===== src/rtl/cpu_pkg.sv =====
// Shared definitions for the PureFPGA front-end sequencer: widths, register
// indices, the core NOP word, condition/op codes and the flag bundle.
package cpu_pkg;

  localparam int WIDTH       = 16;
  localparam int REGS_CODING = 8;

  localparam int REG_SP = 6;
  localparam int REG_IP = 7;

  // Word issued to the vector core whenever nothing is forwarded.
  localparam logic [14:0] NOP = 15'h42C0;

  localparam logic [3:0] COND_AL = 4'h0;
  localparam logic [3:0] COND_EQ = 4'h1;
  localparam logic [3:0] COND_NE = 4'h2;
  localparam logic [3:0] COND_CS = 4'h3;
  localparam logic [3:0] COND_CC = 4'h4;
  localparam logic [3:0] COND_MI = 4'h5;
  localparam logic [3:0] COND_PL = 4'h6;
  localparam logic [3:0] COND_VS = 4'h7;

  localparam logic [3:0] OP_MOV = 4'h0;
  localparam logic [3:0] OP_NOT = 4'h1;
  localparam logic [3:0] OP_AND = 4'h2;
  localparam logic [3:0] OP_OR  = 4'h3;
  localparam logic [3:0] OP_XOR = 4'h4;
  localparam logic [3:0] OP_SHL = 4'h5;
  localparam logic [3:0] OP_SHR = 4'h6;
  localparam logic [3:0] OP_ADD = 4'hA;
  localparam logic [3:0] OP_SUB = 4'hB;
  localparam logic [3:0] OP_CMP = 4'hC;

  // Sub-opcodes of the ROMData[15:14]=00 group.
  localparam logic [1:0] SUB_MOVI  = 2'b01;
  localparam logic [4:0] OPC_LOAD  = 5'b00001;
  localparam logic [4:0] OPC_STORE = 5'b00011;

  typedef struct packed {
    logic z;
    logic c;
    logic n;
    logic v;
  } flags_t;

  // Condition evaluation; every unlisted code (including 1111) never executes.
  function automatic logic cond_met(input logic [3:0] cond, input flags_t f);
    logic ok;
    case (cond)
      COND_AL: ok = 1'b1;
      COND_EQ: ok = f.z;
      COND_NE: ok = ~f.z;
      COND_CS: ok = f.c;
      COND_CC: ok = ~f.c;
      COND_MI: ok = f.n;
      COND_PL: ok = ~f.n;
      COND_VS: ok = f.v;
      default: ok = 1'b0;
    endcase
    return ok;
  endfunction

endpackage


===== src/rtl/ip_alu.sv =====
// Combinational op/flag unit for local ALU instructions. Produces the result,
// whether it should be written back, and the updated flag set.
module ip_alu
  import cpu_pkg::*;
(
  input  logic [3:0]       op_i,
  input  logic [WIDTH-1:0] dst_i,
  input  logic [WIDTH-1:0] src_i,
  input  flags_t           flags_i,
  output logic [WIDTH-1:0] result_o,
  output logic             we_o,
  output flags_t           flags_o
);

  logic [WIDTH:0] sum;
  logic [WIDTH:0] diff;
  logic           upd_zn;

  assign sum  = {1'b0, dst_i} + {1'b0, src_i};
  assign diff = {1'b0, dst_i} - {1'b0, src_i};

  // Operation select; mov is a pure copy and leaves all flags alone.
  always_comb begin
    result_o = '0;
    we_o     = 1'b0;
    upd_zn   = 1'b0;
    flags_o  = flags_i;
    case (op_i)
      OP_MOV: begin result_o = src_i;          we_o = 1'b1; end
      OP_NOT: begin result_o = ~src_i;         we_o = 1'b1; upd_zn = 1'b1; end
      OP_AND: begin result_o = dst_i & src_i;  we_o = 1'b1; upd_zn = 1'b1; end
      OP_OR:  begin result_o = dst_i | src_i;  we_o = 1'b1; upd_zn = 1'b1; end
      OP_XOR: begin result_o = dst_i ^ src_i;  we_o = 1'b1; upd_zn = 1'b1; end
      OP_SHL: begin result_o = dst_i << 1;     we_o = 1'b1; upd_zn = 1'b1; end
      OP_SHR: begin result_o = dst_i >> 1;     we_o = 1'b1; upd_zn = 1'b1; end
      OP_ADD: begin
        result_o  = sum[WIDTH-1:0];
        we_o      = 1'b1;
        upd_zn    = 1'b1;
        flags_o.c = sum[WIDTH];
        flags_o.v = (dst_i[WIDTH-1] == src_i[WIDTH-1]) &&
                    (sum[WIDTH-1] != dst_i[WIDTH-1]);
      end
      OP_SUB, OP_CMP: begin
        result_o  = diff[WIDTH-1:0];
        we_o      = (op_i == OP_SUB);
        upd_zn    = 1'b1;
        // Carry means "no borrow" for subtraction.
        flags_o.c = ~diff[WIDTH];
        flags_o.v = (dst_i[WIDTH-1] != src_i[WIDTH-1]) &&
                    (diff[WIDTH-1] != dst_i[WIDTH-1]);
      end
      default: ;
    endcase
    if (upd_zn) begin
      flags_o.z = (result_o == '0);
      flags_o.n = result_o[WIDTH-1];
    end
  end

endmodule


===== src/rtl/instruction_processor.sv =====
// Front-end sequencer: owns ip, sp, reg0..reg5 and the Z/C/N/V flags, drives
// the ROM address from ip and splits ROM words between the vector core and
// local execution. External register loads take priority over execution.
module instruction_processor
  import cpu_pkg::*;
(
  input  logic                   clock,
  input  logic                   reset,
  input  logic [REGS_CODING-1:0] regChoose,
  input  logic [WIDTH-1:0]       regData,
  input  logic [WIDTH-1:0]       ROMData,
  output logic [14:0]            instructionOut,
  output logic [WIDTH-1:0]       ROMAddress
);

  logic [WIDTH-1:0] regs_q [REGS_CODING];
  logic [WIDTH-1:0] regs_d [REGS_CODING];
  flags_t           flags_q, flags_d;

  logic             load_cycle;
  logic             is_core, is_alu, is_movi, is_mem;
  logic [3:0]       cond;
  logic [3:0]       op;
  logic [2:0]       dst_idx, src_idx, movi_idx;
  logic [7:0]       imm8;
  logic             alu_go;
  logic [WIDTH-1:0] alu_result;
  logic             alu_we;
  flags_t           alu_flags;

  assign load_cycle = |regChoose;

  assign is_core = ROMData[15];
  assign is_alu  = (ROMData[15:14] == 2'b01);
  assign is_movi = (ROMData[15:14] == 2'b00) && (ROMData[13:12] == SUB_MOVI);
  assign is_mem  = (ROMData[15:14] == 2'b00) &&
                   ((ROMData[13:9] == OPC_LOAD) || (ROMData[13:9] == OPC_STORE));

  assign cond     = ROMData[13:10];
  assign op       = ROMData[9:6];
  assign dst_idx  = ROMData[5:3];
  assign src_idx  = ROMData[2:0];
  assign movi_idx = {1'b0, ROMData[10:9]};
  assign imm8     = ROMData[8:1];

  assign alu_go = ~load_cycle && is_alu && cond_met(cond, flags_q);

  ip_alu u_alu (
    .op_i     (op),
    .dst_i    (regs_q[dst_idx]),
    .src_i    (regs_q[src_idx]),
    .flags_i  (flags_q),
    .result_o (alu_result),
    .we_o     (alu_we),
    .flags_o  (alu_flags)
  );

  // Register file, ip and flag state.
  always_ff @(posedge clock or posedge reset) begin
    if (reset) begin
      for (int i = 0; i < REGS_CODING; i++)
        regs_q[i] <= (i == REG_SP) ? '1 : '0;
      flags_q <= '0;
    end else begin
      for (int i = 0; i < REGS_CODING; i++)
        regs_q[i] <= regs_d[i];
      flags_q <= flags_d;
    end
  end

  // Next state: loads win outright; otherwise ip advances unless an ALU write to ip jumps.
  always_comb begin
    for (int i = 0; i < REGS_CODING; i++)
      regs_d[i] = regs_q[i];
    flags_d = flags_q;
    if (load_cycle) begin
      for (int i = 0; i < REGS_CODING; i++)
        if (regChoose[i]) regs_d[i] = regData;
    end else begin
      regs_d[REG_IP] = regs_q[REG_IP] + 16'd1;
      if (alu_go) begin
        flags_d = alu_flags;
        if (alu_we) regs_d[dst_idx] = alu_result;
      end
      if (is_movi) begin
        if (ROMData[11]) regs_d[movi_idx][7:0]  = imm8;
        else             regs_d[movi_idx][15:8] = imm8;
      end
    end
  end

  // Issue decode: forward core and memory words, NOP for everything else and during reset.
  always_comb begin
    instructionOut = NOP;
    if (!reset && !load_cycle && (is_core || is_mem))
      instructionOut = ROMData[14:0];
  end

  assign ROMAddress = regs_q[REG_IP];

endmodule


===== config.mk =====
export PLATFORM = sky130hd
export DESIGN_NAME = instruction_processor
export DESIGN_NICKNAME = d
export VERILOG_FILES = /design/src/rtl/cpu_pkg.sv /design/src/rtl/ip_alu.sv /design/src/rtl/instruction_processor.sv
export SDC_FILE = /design/constraint.sdc
export NUM_CORES = 1
export LEC_CHECK = 0
export ABC_AREA = 1
export CAP_MARGIN = 20
export CORE_UTILIZATION = 30
export CTS_BUF_LIST = sky130_fd_sc_hd__clkbuf_4
export CTS_CLUSTER_SIZE = 20
export DETAILED_ROUTE_END_ITERATION = 7
export PLACE_DENSITY = 0.57
export SLEW_MARGIN = 20
export SYNTH_ARGS = -nofsm -noshare
export SYNTH_HDL_FRONTEND = slang
export SYNTH_HIERARCHICAL = 1
export SYNTH_SLANG_ARGS = --single-unit

===== constraint.sdc =====
create_clock -name clock -period 12.15 [get_ports clock]
set_input_delay 2.43 -clock clock [delete_from_list [all_inputs] [get_ports clock]]
set_output_delay 2.43 -clock clock [all_outputs]
set_load 0.05 [all_outputs]

# Word level (Yosys, flattened, before mapping)
# Index checks and enable logic that the tools add are counted.
[totals] ff_bits=132 in_bits=42 output_inout_bits=31 word_cells=125
[op_classes] addsub=3 order_cmp=5 n_eq_ne=32 n_mux=36 bitwise_logic=12 reduce_logical=25
[ops] cell="2-to-1 mux 128 bit" n=6
[ops] cell="bitwise mux 128 bit" n=3
[ops] cell="2-to-1 mux 16 bit" n=14
[ops] cell="demux 16 bit (select 3 bit)" n=3
[ops] cell="case mux 16 bit (9 select lines)" n=1
[ops] cell="binary-select mux 16 bit (select 3 bit)" n=2
[ops] cell="== test 4 x 3 -> 1 bit (second input constant)" n=7
[ops] cell="adder 16 x 16 -> 17 bit" n=1
[ops] cell="subtractor 16 x 16 -> 17 bit" n=1
[ops] cell="adder 16 x 1 -> 16 bit (second input constant)" n=1
[ops] cell="bitwise AND 16 bit" n=1
[ops] cell="== test 4 x 2 -> 1 bit (second input constant)" n=4
[ops] cell="logical NOT 16 bit" n=1
[ops] cell="!= test 2 bit (second input constant)" n=8
[ops] cell="inverter 16 bit" n=1
[ops] cell="OR 16 bit" n=1
[ops] cell="OR reduction 8 bit" n=2
[ops] cell="bitwise XOR 16 bit" n=1
[ops] cell="2-to-1 mux 15 bit" n=1
[ops] cell="== test 4 bit (second input constant)" n=3
[ops] cell="greater-or-equal comparator 4 bit (second input constant)" n=3
[ops] cell="logical AND 1 bit" n=10
[ops] cell="OR reduction 9 bit" n=1
[ops] cell="== test 4 x 1 -> 1 bit (second input constant)" n=2
[ops] cell="other kinds (20)" n=35

# Depth between registers and ports, before layout
[logic_depth] depth_word=14 depth_mapped=30 ltp_nobuf=28

# Hierarchy
# The synthesis kept the hierarchy.
[by_module_without_submodules] module="instruction_processor" n_inst=1 cells_per_inst=1788 area_each_um2=11070.6 seq_area_each_um2=3323.2
[by_module_without_submodules] module="ip_alu" n_inst=1 cells_per_inst=646 area_each_um2=3325.7 seq_area_each_um2=0.0

# Worst setup path before layout
# Ideal clock, no wire load.
[synth_path] kind="input to output" start="in reset" end="out instructionOut[10]" arrival_time_ns=6.497 required_ns=9.720 path_slack_ns=3.223 stages=4 n_path_buf=1 cell_sequence="inv_1 -> nand3_1 -> clkbuf_1 -> nor2_1"
[synth_via] elab_chain_cells=4
[synth_lines] item="from (decl)" line_no="instruction_processor.sv:8" rtl="input logic reset,"
[synth_lines] item="logical NOT 1 bit" line_no="instruction_processor.sv:95" rtl="if (!reset && !load_cycle && (is_core || is_mem))"
[synth_lines] item="logical AND 1 bit (2 in a row)" line_no="instruction_processor.sv:95"
[synth_lines] item="2-to-1 mux 15 bit" line_no="instruction_processor.sv:95"
[synth_lines] item="to (decl)" line_no="instruction_processor.sv:12" rtl="output logic [14:0] instructionOut,"
# No other way between the ends.

# Worst setup path in the final report
[layout_path] start="in regChoose[2]" end="out instructionOut[4]"
[layout_via] elab_chain_cells=5
[layout_lines] item="from (decl)" line_no="instruction_processor.sv:9" rtl="input logic [REGS_CODING-1:0] regChoose,"
[layout_lines] item="OR reduction 8 bit" line_no="instruction_processor.sv:31" rtl="assign load_cycle = |regChoose;"
[layout_lines] item="logical NOT 1 bit" line_no="instruction_processor.sv:95"
[layout_lines] item="logical AND 1 bit (2 in a row)" line_no="instruction_processor.sv:95"
[layout_lines] item="2-to-1 mux 15 bit" line_no="instruction_processor.sv:95"
# No other way between the ends.

==> flow_metrics.py <==
metrics = {
    "run_status": {
        "status": "completed",
    },
    "worst_setup_path": {
        "worstReg2RegStart": "ROMAddress[0]",
        "cpPeakStageDelay_ps": 880,
        "cp-end-kind": "output port",
        "slowest_stage": "clkdlybuf4s50_1",
        "cp_data_required_time_ps": 9720,
        "critPathKind": "primary input to output port",
        "rr_endpoint": "flags_q[3]",
        "critPathArrivalTime_ps": 6110,
        "path_cells": "clkdlybuf4s50_1, inv_1, nand2_1, nor2_1, nand2_1, buf_4, inv_4, nand3_1, nor2_1, clkdlybuf4s50_1",
        "critPathLaunchType": "primary input",
        "r2r_cells": 18,
        "reg2reg_slack_ps": 7280,
        "critical_path.max_fanout": 30,
    },
    "global_routing": {
        "grt_pass1_vias": 16500,
        "grt_overflow": 0,
        "grt_max_degree": 64,
        "grt_antenna_before_repair": 4,
        "grt_pass1_wl_mm": 103,
        "track_usage_pct": 28.0,
    },
    "finish": {
        "instances_no_fill": 3008,
        "n_fill_cell": 5141,
        "fin_area_sq_um": 15600,
        "multi_input_area_sq_um": 9090,
        "final_common_cell": "nand2_1",
        "mostFrequentLayoutCells": "nand2_1 (502), nor2_1 (310), inv_1 (303)",
        "utilization_pct": 33.3,
        "drive_gt1_share_pct": 6.63,
        "register_area_sq_um": 3320,
        "layout.nets": 2483,
        "syn_to_final_growth_pct": 8.56,
    },
    "floorplanning": {
        "core_area_sq_um": 47000,
        "initial_core_util_pct": 30.7,
        "chipWidth_um": 221,
        "die_y_um": 221,
        "num_rows": 79,
        "dieArea_sq_um": 48900,
        "pin_count": 73,
    },
    "route": {
        "drc": 0,
        "drtAntennaViolNets": 0,
        "vias": 17500,
        "drt_wl_total_mm": 69.9,
        "routed_via_density": 5.82,
        "dr.pass1.iters": 8,
        "drt_iter0_markers": 2415,
        "wl_per_cell_um": 23.2,
    },
    "place": {
        "gp_congestion": 1.00,
        "hpwl_mm": 49.3,
        "port_buffers": 72,
        "place_inst": 2973,
        "pre_cts_ws_ps": 3760,
        "place_area_sq_um": 15300,
    },
    "timing": {
        "whs_ps": 488,
        "skew_ps": 36.4,
        "hold_viol": 0,
        "rsz0062_at_grt": "false",
        "worstMarginPinSlew_ps": 1050,
        "relSlewSlack_pct": 29.7,
        "period_share_pct": 70.3,
        "timing.final.ws_setup_ps": 3610,
        "drv_slew": 0,
        "period_minus_slack_ps": 8540,
        "tns_ps": 0,
        "fmax_ghz": 0.117,
        "setup_violations": 0,
    },
    "synth": {
        "avgSynthCellArea_sq_um": 5.91,
        "ys_ff_latch": 132,
        "ys_warn_count": 6,
        "synth_nets": 2531,
        "postSynthCellCount": 2434,
        "ys_types": 50,
        "ys_async_sr_fraction_pct": 100,
        "syn_area_sq_um": 14400,
        "synth_edf_count": 0,
        "yosysSeqAreaShare_pct": 23.1,
        "synth_ff_type": "dfrtp_1",
    },
    "clock_tree": {
        "cts_tree": "built",
        "cts_buffers": 17,
        "cts_sinks": 132,
        "cts_resized": 0,
        "h-tree-depth": 4,
        "cts_setup_buffers": 0,
        "postCtsHoldBufs": 0,
        "clk_path_buf_depth": 2,
        "cts_root_buffer": "clkbuf_4",
        "clk_pin_slew_ps": 140,
        "insertion_delay_ps": 670,
    },
    "hold_path": {
        "min_path_type": "register to register",
        "worstHoldPathCells": 2,
        "min_to": "regs_q[27]",
        "hp-start": "regs_q[27]",
    },
    "job": {
        "cap_violations": 0,
    },
    "pwr": {
        "peakVddDrop_v": 0.0000522,
        "fin_total_pwr_mw": 1.60,
        "leakage_nw": 7.70,
        "p_per_area_nw_per_um2": 103,
    },
}
-- registers in the layout, summed over array words and instances (netlist names) --
register / cells
regs_q: 112
ROMAddress: 16
flags_q: 4
-- worst max-delay path by stage --
stage                            start                 end  slack, ps  cells past startpoint
after floorplan                  reset  instructionOut[10]       3220                      4
after global placement    regChoose[2]   instructionOut[4]       3750                     10
after detailed placement  regChoose[2]   instructionOut[2]       3760                     10
after CTS                 regChoose[2]   instructionOut[4]       3750                     10
after global routing      regChoose[2]   instructionOut[4]       3510                     10
final                     regChoose[2]   instructionOut[4]       3610                     10
-- cells in the mapped netlist (all sizes together), types with 3 or more instances --
cell	n	area, sq um
dfrtp	116	2900
or2	6	37.5
o221ai	3	26.3
a21oi	212	1130
nand4	79	494
nand2	512	1970
clkbuf	86	338
xor2	10	87.6
a221oi	9	78.8
a22oi	13	97.6
nor2	325	1280
buf	81	478
a31oi	17	106
mux2	4	45.0
nand3	273	1380
o21ai	245	1240
nor3	12	96.4
ha	53	663
inv	319	1200
o22ai	23	144
dfstp	16	420
o211ai	5	37.5
-- cells by family (layout without fill, tap and decap cells) --
logic type	after synthesis	after routing	share of synthesized area [%]
AO/OA/AOI/OAI	533	533	20.3
XOR/XNOR	11	11	0.669
adder cells (fa/ha/maj)	55	55	4.88
buffers and inverters	487	452	14.0
flip-flops	132	132	23.1
multiplexers	5	5	0.382
other	0	2	0
AND/OR/NAND/NOR	1211	1211	36.7
-- layout make-up --
type	count	area share, %
multi-input cells	1815	58.1
repair buffers	100	5.92
inverters	320	7.73
flip-flops and latches	132	21.3
clock buffers	18	0.865
well taps	607	4.86
diodes	2	0.0320
clock inverters	14	1.18
-- metal layers --
metal / routed length [um] / up-vias / track usage, % / part of all wire [%]
met4: 5880 / 6 / 21.7 / 8.4
met2: 29200 / 1216 / 41.6 / 42
li1: - / 7870 / - / -
met5: 36 / - / 0 / 0.052
met1: 26100 / 8108 / 34.0 / 37
met3: 8700 / 304 / 8.19 / 12
-- critical path, delay by kind of cell --
| family | cells | cell delay, ps |
|---|---|---|
| buf+inv | 5 | 1920 |
| simple gates | 5 | 1740 |
-- power by group --
group	total, mW	internal [mW]	switching, mW
registers	0.529	0.482	0.0467
logic	0.710	0.187	0.523
clock network	0.363	0.164	0.199
total	1.60	0.833	0.769
Note: power is estimated with default switching activity, not from simulation.
